--- config.mk ---
export PLATFORM = sky130hd
export DESIGN_NAME = servo_pwm_gen
export DESIGN_NICKNAME = d
export VERILOG_FILES = /design/src/rtl/servo_pwm_gen.sv
export SDC_FILE = /design/constraint.sdc
export NUM_CORES = 1
export LEC_CHECK = 0
export BUFFER_PORTS_ARGS = -buffer_cell sky130_fd_sc_hd__buf_2
export CORE_ASPECT_RATIO = 1.4
export CORE_MARGIN = 1.5
export CORE_UTILIZATION = 60
export CTS_BUF_LIST = sky130_fd_sc_hd__clkbuf_4
export DETAILED_ROUTE_END_ITERATION = 7
export MAX_ROUTING_LAYER = met4
export PLACE_DENSITY = 0.79
export SYNTH_ARGS = -nofsm -noshare
export SYNTH_HDL_FRONTEND = slang
export SYNTH_SLANG_ARGS = --single-unit
--- constraint.sdc ---
create_clock -name clk_clk -period 8.7 [get_ports clk_clk]
set_clock_uncertainty 0.1 [all_clocks]
set_input_delay 1.74 -clock clk_clk [delete_from_list [all_inputs] [get_ports clk_clk]]
set_output_delay 1.74 -clock clk_clk [all_outputs]
set_load 0.02 [all_outputs]
--- src/rtl/servo_pwm_gen.sv ---
// -----------------------------------------------------------------------------
// servo_pwm_gen
//
// Dual-channel hobby-servo pulse generator. Each 8-bit command is converted to
// a pulse width of MIN_US + cmd*STEP_US microseconds, clamped to MAX_US, and
// emitted once per PERIOD_US frame. Commands and enable are sampled only on the
// frame wrap edge, so a pulse in flight is never shortened or stretched.
//
// Optional feature macro:
//   SERVO_SLEW_EN  - when defined, a running channel moves toward its target by
//                    at most SLEW_US per frame. Off -> on is always a direct
//                    jump. When undefined, the width follows the target every
//                    frame and no slew logic exists.
//
// Ports:
//   clk_clk        in   1  system clock (CLK_HZ)
//   reset_reset_n  in   1  asynchronous active-low reset
//   cmd0           in   8  channel 0 command
//   cmd1           in   8  channel 1 command
//   enable         in   1  outputs active when high (sampled at frame wrap)
//   pwm_out        out  2  registered servo pulses, bit n = channel n
//   frame_strobe   out  1  registered one-cycle pulse on first cycle of a frame
// -----------------------------------------------------------------------------
module servo_pwm_gen #(
    parameter int CLK_HZ    = 50_000_000,
    parameter int PERIOD_US = 20000,
    parameter int MIN_US    = 1000,
    parameter int STEP_US   = 4,
    parameter int MAX_US    = 2000,
    parameter int SLEW_US   = 20
) (
    input  logic       clk_clk,
    input  logic       reset_reset_n,
    input  logic [7:0] cmd0,
    input  logic [7:0] cmd1,
    input  logic       enable,
    output logic [1:0] pwm_out,
    output logic       frame_strobe
);

    localparam int DIV = CLK_HZ / 1_000_000;
    localparam int DW  = (DIV > 1) ? $clog2(DIV) : 1;
    // Widths share the microsecond counter's width: MAX_US < PERIOD_US.
    localparam int PW  = $clog2(PERIOD_US + 1);

    localparam logic [DW-1:0] PRE_LAST = DW'(DIV - 1);
    localparam logic [PW-1:0] US_LAST  = PW'(PERIOD_US - 1);
    localparam logic [PW-1:0] W_MAX    = PW'(MAX_US);

    // Reject parameter sets the counters and clamp cannot represent.
    if ((CLK_HZ < 1_000_000) || ((CLK_HZ % 1_000_000) != 0) ||
        (MIN_US > MAX_US) || (MAX_US >= PERIOD_US) || (SLEW_US < 0)) begin : g_cfg_err
        $error("servo_pwm_gen: invalid parameter set");
    end

    // Command byte to clamped pulse width in microseconds (wide intermediate).
    function automatic logic [PW-1:0] calc_target(input logic [7:0] cmd);
        logic [31:0] raw;
        raw = 32'(MIN_US) + (32'(cmd) * 32'(STEP_US));
        if (raw > 32'(MAX_US)) begin
            calc_target = W_MAX;
        end else begin
            calc_target = raw[PW-1:0];
        end
    endfunction

`ifdef SERVO_SLEW_EN
    // Move cur toward tgt by at most SLEW_US; land exactly on tgt when close.
    function automatic logic [PW-1:0] slew_step(input logic [PW-1:0] cur,
                                                input logic [PW-1:0] tgt);
        logic [31:0] c32;
        logic [31:0] t32;
        logic [31:0] lim;
        c32 = 32'(cur);
        t32 = 32'(tgt);
        lim = 32'(SLEW_US);
        if (t32 >= c32) begin
            if ((t32 - c32) <= lim) begin
                slew_step = tgt;
            end else begin
                slew_step = PW'(c32 + lim);
            end
        end else begin
            if ((c32 - t32) <= lim) begin
                slew_step = tgt;
            end else begin
                slew_step = PW'(c32 - lim);
            end
        end
    endfunction
`endif

    // Width for the next frame. A zero width is the off state and always
    // jumps straight to the target rather than ramping up from nothing.
    function automatic logic [PW-1:0] next_width(input logic [PW-1:0] cur,
                                                 input logic [PW-1:0] tgt,
                                                 input logic          en);
        if (!en) begin
            next_width = {PW{1'b0}};
        end else if (cur == {PW{1'b0}}) begin
            next_width = tgt;
        end else begin
`ifdef SERVO_SLEW_EN
            next_width = slew_step(cur, tgt);
`else
            next_width = tgt;
`endif
        end
    endfunction

    logic [DW-1:0]        pre_q, pre_d;
    logic [PW-1:0]        us_q, us_d;
    logic [1:0][PW-1:0]   width_q, width_d;
    logic [1:0]           pwm_d;
    logic                 strobe_d;
    logic                 pre_last_s;
    logic                 wrap_s;

    // Next-state logic. Outputs are computed from the next counter/width
    // values so the registered pulse rises on the same edge as the strobe.
    always_comb begin
        pre_last_s = (pre_q == PRE_LAST);
        wrap_s     = pre_last_s && (us_q == US_LAST);

        if (pre_last_s) begin
            pre_d = {DW{1'b0}};
            if (us_q == US_LAST) begin
                us_d = {PW{1'b0}};
            end else begin
                us_d = us_q + PW'(1'b1);
            end
        end else begin
            pre_d = pre_q + DW'(1'b1);
            us_d  = us_q;
        end

        if (wrap_s) begin
            width_d[0] = next_width(width_q[0], calc_target(cmd0), enable);
            width_d[1] = next_width(width_q[1], calc_target(cmd1), enable);
        end else begin
            width_d = width_q;
        end

        pwm_d[0] = (us_d < width_d[0]);
        pwm_d[1] = (us_d < width_d[1]);
        strobe_d = (pre_d == {DW{1'b0}}) && (us_d == {PW{1'b0}});
    end

    // State and output registers; reset silences both channels immediately.
    always_ff @(posedge clk_clk or negedge reset_reset_n) begin
        if (!reset_reset_n) begin
            pre_q        <= {DW{1'b0}};
            us_q         <= {PW{1'b0}};
            width_q      <= {(2*PW){1'b0}};
            pwm_out      <= 2'b00;
            frame_strobe <= 1'b0;
        end else begin
            pre_q        <= pre_d;
            us_q         <= us_d;
            width_q      <= width_d;
            pwm_out      <= pwm_d;
            frame_strobe <= strobe_d;
        end
    end

endmodule

==> metrics.md, run 1 <==
| Metric | Value |
|---|---|
| Post-route setup TNS | 0 ps |
| Core Region | between 5000 and 6000 um^2 |
| Number of synthesis warnings | 0 |
| Layout fillers | around 470 |
| Pwr per Cell Area | 115 nW/um^2 |
| Initial core utilization | 0.625 |
| Worst-path fanout max | 5 |
| Area delta synth->final | 5.65% |
| Final design utilization | 0.660 |
| Post-DP Area | 3590 um^2 |
| Mapped Cells | between 300 and 400 |
| H-tree Lvls | 2 |
| Remaining DRCs | 0 |
| Clock Latency Late Sink | a little under 400 ps |
| Via count | ~2600 |
| Relative max-transition margin | 0.454 |
| Clock network power share | 0.346 |
| Total Routing Usage GR | 0.261 |
| WS Path Type | primary input to flop |
| Die width | a little under 70 um |
| Post-synth cell types | 65 |
| Crit Reg-Reg Endpoint | pwm_out[1]$_DFF_PN0_ |
| Static Leak | around 1.8 nW |
| Slew Viols, Final | 0 |
| Drt first pass iters | 4 |
| Largest net degree at the start of global routing | 55 |
| Final hold viol count | 0 |
| Number of inserted diodes | 0 |
| Vias in the first global route | roughly 2600 |
| Fin area | 3670 um^2 |
| Internal Pwr Total | around 0.00032 W |
| Nets | 427 |
| Finish-stage setup viols | 0 |
| Post-CTS resize count | 0 |
| Initial antenna violation count | 0 |
| Antenna Nets Post-Route | 0 |
| Tmin final | 4340 ps |
| Worst EP required | roughly 8900 ps |
| Share of cells above drive strength 1 | 0.178 |
| GRT Residual Overflow | 0 |
| Reg power frac | 0.593 |
| IO Pins | 22 |
| Crit. Startpoint | cmd0[3] |
| CTS clk-pin slew, worst paths | approximately 170 ps |
| Post-DP HPWL | between 5000 and 6000 um |
| Mapped Nets | approximately 400 |
| Period Utilization, post-route | 0.498 |
| CTS hold repair buffers | 0 |
| Clock buffer count from CTS | 5 |
| Arr. time, crit path | roughly 4600 ps |
| Crit. End Element | flop |
| Sw Share | 0.234 |
| Fmax | 0.231 GHz |
| Setup slack, reg-to-reg | 4630 ps |
| Hold depth | 2 |
| Die height | between 90 and 100 um |
| Detailed Route WL | 7120 um |
| VDD IR max | ~98 uV |
| Critical path launch point type | primary input |
| CTS tree | yes |
| Clock root cell | clkbuf_4 |
| RSZ-0062 raised after global routing | no |
| Worst-Margin Slew | around 800 ps |
| FF-to-FF path depth | 12 |
| Reg-to-Reg Start | us_q[7]$_DFF_PN0_ |
| Logic pwr share | 0.062 |
| Clock Tree Buf Depth | 2 |
| Die ar. | 6260 um^2 |
| Hold_sp | width_q[1]$_DFF_PN0_ |
| Worst Hold End | width_q[1]$_DFF_PN0_ |
| DR iter-0 viols | roughly 140 |
| FP Rows | 32 |
| Clock sink total | 54 |
| Hold WC Path Type | flop to flop |
| Sw Pwr | 0.0000993 W |
| #FFs+latches synth | 54 |
| Sequential share of the synthesized area | 0.389 |
| Avg Synthesized Cell Area | approximately 9.8 um^2 |
| Via density per instance | 5.93 |
| Global-route wire length before repair | approximately 12000 um |
| Most common cell after layout, fill and taps aside | dfrtp_1 |
| Most frequent cells in the layout | 54 x dfrtp_1, 33 x ha_1, 28 x nand2_1 |
| Outcome | finished clean |
| Max cap viols | 0 |
| Fraction of registers with async set or reset after synthesis | 1.00 |
| Post-DR wirelength/cell | roughly 16 um |
| Netlist Area Pre-Place | between 3000 and 4000 um^2 |
| EDFF count, synth | 0 |
| Post-CTS Repair Setup Buffers | 0 |
| Ys flop type | dfrtp_1 |
| Buffers on Ports | 21 |
| Routability Congestion | ~0.92 |
-- synth_stat cells (9+ instances only) --
master	number	area, um^2
a21oi_1	15	75.1
dfrtp_1	54	1350
ha_1	33	413
inv_1	9	33.8
inv_2	20	75.1
nand2_1	28	105
nand3_1	15	75.1
nand4_1	9	56.3
nor2_1	19	71.3
nor3_1	10	50.1
xnor2_1	14	123
xor2_1	12	105
-- routing by layer --
metal	wire, um	vias to the layer above	GRT usage
li1	-	1314	-
met5	0	-	-
met3	225	14	0.0349
met2	3770	61	0.455
met1	2960	1246	0.296
met4	166	0	0.107
-- cell type report --
| class | instances | area [um^2] | area share |
|---|---|---|---|
| multi-input combinational | 262 | 1920 | 0.524 |
| sequential | 54 | 1350 | 0.368 |
| timing repair buffer | 23 | 120 | 0.0327 |
| inverter | 29 | 109 | 0.0296 |
| tap | 68 | 85.1 | 0.0232 |
| clock buffer | 6 | 45.0 | 0.0123 |
| clock inverter | 2 | 37.5 | 0.0102 |
-- per-stage QoR --
stage          setup WS (ps)  power, W  std cells  hold WS [ps]
3_5_place_dp            3940  0.000282        436           354
4_1_cts                 4340  0.000424        444           390
6_report                4360  0.000424        444           386
3_3_place_gp            3980  0.000281        436           339
5_1_grt                 4060  0.000440        444           411
2_1_floorplan           4250  0.000268        356           326
-- power groups by stage --
stage / clock network [W] / registers, W / logic [W]
finish: 0.000146 / 0.000251 / 0.0000262
global route: 0.000159 / 0.000251 / 0.0000297
CTS: 0.000147 / 0.000251 / 0.0000265
detailed placement: 0 / 0.000256 / 0.0000263
global placement: 0 / 0.000256 / 0.0000256
floorplan: 0 / 0.000256 / 0.0000122
-- how the worst max path moves through the flow --
| stage | to | slack (ps) | depth (start not counted) |
|---|---|---|---|
| floorplan | pwm_out[0]$_DFF_PN0_ | 4250 | 13 |
| global placement | pwm_out[0]$_DFF_PN0_ | 3980 | 14 |
| detailed placement | pwm_out[0]$_DFF_PN0_ | 3940 | 14 |
| CTS | pwm_out[0]$_DFF_PN0_ | 4340 | 14 |
| global route | pwm_out[0]$_DFF_PN0_ | 4060 | 13 |
| finish | pwm_out[0]$_DFF_PN0_ | 4360 | 14 |
-- critical path, stage by stage --
cell and delay, ps:
buf_2 130, or4_1 540, nor2_1 130, xnor2_1 90, nor4_1 420, nor2_1 120, o21a_1 190, ha_1 280
a21oi_1 150, nor2b_1 50, o21ai_0 140, o211ai_1 110, a221o_1 320, nor3_1 160
-- logic make-up (layout without fill, tap and decap cells) --
| kind of cell | Yosys count | after routing | synth area share |
|---|---|---|---|
| xor gates and xnor gates | 26 | 26 | 0.0655 |
| AOI/OAI and AO/OA | 67 | 67 | 0.139 |
| DFF | 54 | 54 | 0.389 |
| muxes | 4 | 4 | 0.0115 |
| and+or+nand+nor | 132 | 132 | 0.219 |
| buffers and inverters | 40 | 60 | 0.0576 |
| adders and majority gates | 33 | 33 | 0.119 |
-- flip-flops by register name, summed over array words and instances, names as in the netlist --
register,cells
us_q,15
pre_q,6
width_q,30
pwm_out,2
frame_strobe,1
No activity file was read; power rests on OpenSTA's default activity.
==> run 2, diff against run 1 <==
==> constraint.sdc (replaced) <==
create_clock -name clk_clk -period 4.2 [get_ports clk_clk]
set_clock_uncertainty 0.1 [all_clocks]
set_input_delay 0.84 -clock clk_clk [delete_from_list [all_inputs] [get_ports clk_clk]]
set_output_delay 0.84 -clock clk_clk [all_outputs]
set_load 0.02 [all_outputs]
==> metrics.md, run 2 (same netlist as run 1, synthesis figures left out) <==
| Metric | Value |
|---|---|
| Total power | 0.000878 W (+110%) |
| Clock buffer count from CTS | 5 (unchanged) |
| Core Region | 5570 um^2 (unchanged) |
| Post-CTS Repair Setup Buffers | 0 (unchanged) |
| Setup slack, reg-to-reg | 310 ps (-4320 ps) |
| Slew Viols, Final | 0 (unchanged) |
| Initial core utilization | 0.625 (unchanged) |
| Clock Latency Late Sink | 390 ps (about the same) |
| CTS hold repair buffers | 0 (unchanged) |
| IO Pins | 22 (unchanged) |
| Via density per instance | 6.04 (+1.8%) |
| Top Family by Delay on Critical Path | simple AND/OR/NAND/NOR gates |
| Arr. time, crit path | 4090 ps (-470 ps) |
| Fmax | approximately 0.26 GHz |
| Top flop regs | width_q x30, us_q x15, pre_q x6 |
| Die height | 93.1 um (unchanged) |
| Tmin final | slightly below 4000 ps |
| Static Leak | 1.81 nW (+1.1%) |
| Final worst slack | 311 ps (-4050 ps) |
| FP Rows | 32 (unchanged) |
| Number of inserted diodes | 0 (unchanged) |
| CP cell instances | or4bb_1 > or4_4 > nor2_8 > nand2_1 > a41oi_2 > a22oi_1 > ha_1 > nor2b_1 > o21ai_0 > o211ai_1 > a221o_1 > nor3_1 |
| Layout fillers | 449 (-3.6%) |
| Final hold viol count | 0 (unchanged) |
| Vias in the first global route | 2689 (+2.4%) |
| Period Utilization, post-route | 0.926 |
| Pwr per Cell Area | 237 nW/um^2 (+110%) |
| Clock Tree Buf Depth | 2 (unchanged) |
| Clock root cell | clkbuf_4 |
| Post-DP Area | 3620 um^2 (+0.84%) |
| DP Worst Slack | 325 ps (-3610 ps) |
| Initial antenna violation count | 0 (unchanged) |
| Die width | 67.3 um (unchanged) |
| Buffers on Ports | 21 (unchanged) |
| Area delta synth->final | 6.52% |
| Worst EP required | 4400 ps (-4530 ps) |
| DR iter-0 viols | 132 (-3.6%) |
| Die ar. | 6260 um^2 (unchanged) |
| RSZ-0062 raised after global routing | no |
| Hold WC Path Type | primary input to asynchronous set/reset pin |
| Worst-Margin Slew | 613 ps (-195 ps) |
| Clock sink total | 54 (unchanged) |
| Post-DR wirelength/cell | 16.1 um (+0.44%) |
| CTS clk-pin slew, worst paths | 160 ps (about the same) |
| Area used by multi-input combinational logic | 1920 um^2 (unchanged) |
| Top reg by flops | width_q |
| Max cap viols | 0 (unchanged) |
| Most frequent cells in the layout | 54 x dfrtp_1, 33 x ha_1, 28 x nand2_1 |
| Outcome | finished clean |
| CP max-delay cell | or4_4 |
| Crit. End Element | flop |
| Via count | 2707 (+2.7%) |
| Global-route wire length before repair | 12200 um (+2.8%) |
| Fin area | 3700 um^2 (+0.82%) |
| Post-CTS resize count | 0 (unchanged) |
| Drt first pass iters | 4 (unchanged) |
| H-tree Lvls | 2 (unchanged) |
| Largest net degree at the start of global routing | 34 (-38%) |
| CP Buf/Inv Count | 0 (-1) |
| Max reg flops | 30 (unchanged) |
| Remaining DRCs | 0 (unchanged) |
| Share of cells above drive strength 1 | 0.187 (+0.00865) |
| Total Routing Usage GR | 0.265 (+0.00418) |
| Register Area | 1350 um^2 (unchanged) |
| Relative max-transition margin | 0.588 (+0.134) |
| Worst-path fanout max | 8 (+3) |
| WS Path Type | flop to flop |
| Critical path launch point type | flop |
| Most common cell after layout, fill and taps aside | dfrtp_1 |
| Post-route setup TNS | 0 ps (unchanged) |
| GRT Residual Overflow | 0 (unchanged) |
| Detailed Route WL | 7220 um (+1.3%) |
| Finish-stage setup viols | 0 (unchanged) |
| Routability Congestion | 0.882 (-3.8%) |
| Nets | 431 (+0.94%) |
| CTS tree | yes |
| VDD IR max | 189 uV (+92%) |
| Antenna Nets Post-Route | 0 (unchanged) |
| Critical path's largest stage delay | 600 ps (+60 ps) |
| Post-DP HPWL | 5640 um (+5.5%) |
run 2: area by class of cell:
cell class / instances / share of cell area
Tap cell: 68 / 0.0230
Multi-Input combinational cell: 262 / 0.520
Sequential cell: 54 / 0.365
Clock buffer: 6 / 0.0122
Clock inverter: 2 / 0.0101
Timing Repair Buffer: 27 / 0.0406
Inverter: 29 / 0.0294
run 2: stage by stage:
| step | utilization | std cells | hold WS (ps) |
|---|---|---|---|
| 2_1_floorplan | - | 356 | 326 |
| 3_3_place_gp | 0.650 | 440 | 341 |
| 3_5_place_dp | 0.650 | 440 | 349 |
| 4_1_cts | 0.665 | 448 | 311 |
| 5_1_grt | 0.665 | 448 | 322 |
| 6_report | 0.665 | 448 | 300 |
run 2: report_power, final:
| group | leakage, nW | internal, W | total (W) | switching [W] |
|---|---|---|---|---|
| clock network | 0.0419 | 0.000132 | 0.000303 | 0.000171 |
| logic | 1.07 | 0.0000195 | 0.0000548 | 0.0000352 |
| registers | 0.700 | 0.000520 | 0.000520 | 0 |
| total | 1.81 | 0.000672 | 0.000878 | 0.000206 |
run 2: path summary, 6_finish.rpt:
kind / endpoint / startpoint / depth (start not counted)
setup / recovery: pwm_out[1]$_DFF_PN0_ / us_q[8]$_DFF_PN0_ / 12
hold / removal: pre_q[1]$_DFF_PN0_ / reset_reset_n / 1
setup reg to reg: pwm_out[1]$_DFF_PN0_ / us_q[8]$_DFF_PN0_ / 12
hold reg to reg: width_q[15]$_DFF_PN0_ / width_q[15]$_DFF_PN0_ / 2
max in group asynchronous: us_q[11]$_DFF_PN0_ / reset_reset_n / 2
min in group clk_clk: width_q[15]$_DFF_PN0_ / width_q[15]$_DFF_PN0_ / 2
run 2: metal layers:
layer,GRT usage,share of wire,routed length (um)
met1,0.306,0.43,3100
met5,-,0,0
met2,0.471,0.53,3830
met4,0.0748,0.018,131
met3,0.0385,0.021,155
==> run 3, diff against run 2 <==
==> constraint.sdc (replaced) <==
create_clock -name clk_clk -period 4.2 [get_ports clk_clk]
set_clock_uncertainty 0.1 [all_clocks]
set_input_delay 0.21 -clock clk_clk [delete_from_list [all_inputs] [get_ports clk_clk]]
set_output_delay 0.21 -clock clk_clk [all_outputs]
set_load 0.02 [all_outputs]
==> metrics.md, run 3 (same netlist as run 1, synthesis figures left out) <==
| Metric | Value |
|---|---|
| Arr. time, crit path | 4140 ps (+50 ps) |
| Post-DP HPWL | 5690 um (+0.94%) |
| Vias in the first global route | 2664 (-0.93%) |
| H-tree Lvls | 2 (unchanged) |
| Fmax | 0.254 GHz (-1.0%) |
| FP Rows | 32 (unchanged) |
| Number of inserted diodes | 0 (unchanged) |
| Die height | 93.1 um (unchanged) |
| Sw Pwr | 0.000200 W (-2.9%) |
| Detailed Route WL | 7250 um (+0.47%) |
| Largest net degree at the start of global routing | 55 (+62%) |
| Area delta synth->final | 6.95% |
| Static Leak | 1.81 nW (about the same) |
| Initial core utilization | 0.625 (unchanged) |
| Finish-stage setup viols | 0 (unchanged) |
| CTS clk-pin slew, worst paths | 160 ps (about the same) |
| Worst EP required | 4410 ps (about the same) |
| Top reg by flops | width_q |
| Post-route setup TNS | 0 ps (unchanged) |
| Pwr per Cell Area | 233 nW/um^2 (-1.7%) |
| Post-CTS resize count | 0 (unchanged) |
| Critical path launch point type | flop |
| GRT Residual Overflow | 0 (unchanged) |
| CTS hold repair buffers | 3 (+3) |
| Clock root cell | clkbuf_4 |
| Routability Congestion | 0.922 (+4.5%) |
| Drt first pass iters | 4 (unchanged) |
| Initial antenna violation count | 0 (unchanged) |
| FF-to-FF path depth | 12 (unchanged) |
| Nets | 432 (+0.23%) |
| Remaining DRCs | 0 (unchanged) |
| Worst-path fanout max | 22 (+14) |
| Global-route wire length before repair | 11800 um (-3.2%) |
| Clock sink total | 54 (unchanged) |
| Period Utilization, post-route | 0.936 (+0.00961) |
| Worst-Margin Slew | 699 ps (+86.1 ps) |
| Final worst slack | 270 ps (-40.4 ps) |
| DR iter-0 viols | 163 (+23%) |
| Most common cell after layout, fill and taps aside | dfrtp_1 |
| Hold depth | 3 |
| VDD IR max | 193 uV (+2.2%) |
| Max cap viols | 0 (unchanged) |
| Sw Share | 0.231 (-0.00387) |
| Core Region | 5570 um^2 (unchanged) |
| Tmin final | 3930 ps (+40.4 ps) |
| Layout fillers | 460 (+2.4%) |
| Die ar. | 6260 um^2 (unchanged) |
| Total Routing Usage GR | 0.260 (-0.00471) |
| Hold_sp | cmd1[1] |
| Die width | 67.3 um (unchanged) |
| Post-CTS Repair Setup Buffers | 0 (unchanged) |
| Via count | 2680 (-1.0%) |
| Reg-to-Reg Start | us_q[7]$_DFF_PN0_ |
| Logic pwr share | 0.064 (+0.002) |
| Via density per instance | 5.97 (-1.2%) |
| Outcome | finished clean |
| Crit. End Element | flop |
| Top flop regs | width_q x30, us_q x15, pre_q x6 |
| Hold WC Path Type | primary input to flop |
| Share of cells above drive strength 1 | 0.181 (-0.00574) |
| Crit. Startpoint | us_q[7]$_DFF_PN0_ |
| RSZ-0062 raised after global routing | no |
| Max reg flops | 30 (unchanged) |
| Buffers on Ports | 21 (unchanged) |
| DP Worst Slack | 323 ps (-1.99 ps) |
| Slew Viols, Final | 0 (unchanged) |
| Reg power frac | 0.600 (+0.008) |
| Clock Tree Buf Depth | 2 (unchanged) |
| Most frequent cells in the layout | 54 x dfrtp_1, 33 x ha_1, 28 x nand2_1 |
| Final hold viol count | 0 (unchanged) |
| Final Hold Slack | 92.2 ps (-208 ps) |
| Clock buffer count from CTS | 5 (unchanged) |
| Clock network power share | 0.336 (-0.010) |
| Internal Pwr Total | 0.000666 W (-0.81%) |
| CTS tree | yes |
| WS Path Type | flop to flop |
| Clock Latency Late Sink | 380 ps (about the same) |
| Post-DR wirelength/cell | 16.2 um (+0.25%) |
| IO Pins | 22 (unchanged) |
| Antenna Nets Post-Route | 0 (unchanged) |
| Relative max-transition margin | 0.534 (-0.0543) |
==> run 3: cell types whose count changed in the layout (fill, tap and decap cells not counted), sizes merged <==
cell         delta
dlygate4sd3     +3
buf             -2
clkbuf          -1
clkinvlp        +1
==> run 3: routing by layer <==
layer	GRT usage	up-vias	share of wire
met5	-	-	0
met4	0.133	0	0.046
met3	0.0421	24	0.025
li1	-	1323	-
met1	0.295	1276	0.43
met2	0.436	57	0.50
==> run 3: power by group through the flow <==
stage               combinational (W)  clock (W)  sequential [W]
global placement            0.0000536          0        0.000530
detailed placement          0.0000549          0        0.000530
finish                      0.0000559   0.000291        0.000520
CTS                         0.0000572   0.000293        0.000520
global route                0.0000637   0.000316        0.000520
floorplan                   0.0000253          0        0.000530
==> run 3: worst paths after layout <==
path / slack, ps / end
max: 270 / pwm_out[0]$_DFF_PN0_
min: 90 / width_q[18]$_DFF_PN0_
max reg2reg: 270 / pwm_out[0]$_DFF_PN0_
min reg2reg: 390 / width_q[15]$_DFF_PN0_
max in group asynchronous: 3200 / width_q[12]$_DFF_PN0_
min in group asynchronous: 380 / pre_q[0]$_DFF_PN0_
==> run 3: final cells by class <==
type	count	area [um^2]	area share
clock buffer	5	37.5	0.0101
clock inverter	3	45.0	0.0121
inverter	29	109	0.0293
multi-input combinational	262	1920	0.518
sequential	54	1350	0.364
tap	68	85.1	0.0229
timing repair buffer	28	165	0.0444
==> run 3: stage by stage <==
stage | power (W) | util | std cells | instance area (um^2)
6_report | 0.000867 | 0.668 | 449 | 3720
5_1_grt | 0.000900 | 0.668 | 449 | 3720
4_1_cts | 0.000870 | 0.668 | 449 | 3720
3_5_place_dp | 0.000585 | 0.648 | 438 | 3600
3_3_place_gp | 0.000583 | 0.648 | 438 | 3600
2_1_floorplan | 0.000555 | - | 356 | 3480
==> run 3: critical path: stages (launching register included) <==
cell      delay (ps)
dfrtp_1          520
or4b_1           540
or4_4            610
or2_1            500
nand2_1          200
o21a_1           150
ha_1             240
a21oi_1          140
nor2b_1           50
o21ai_0          130
o211ai_1         160
a221o_1          350
nor3_1           160
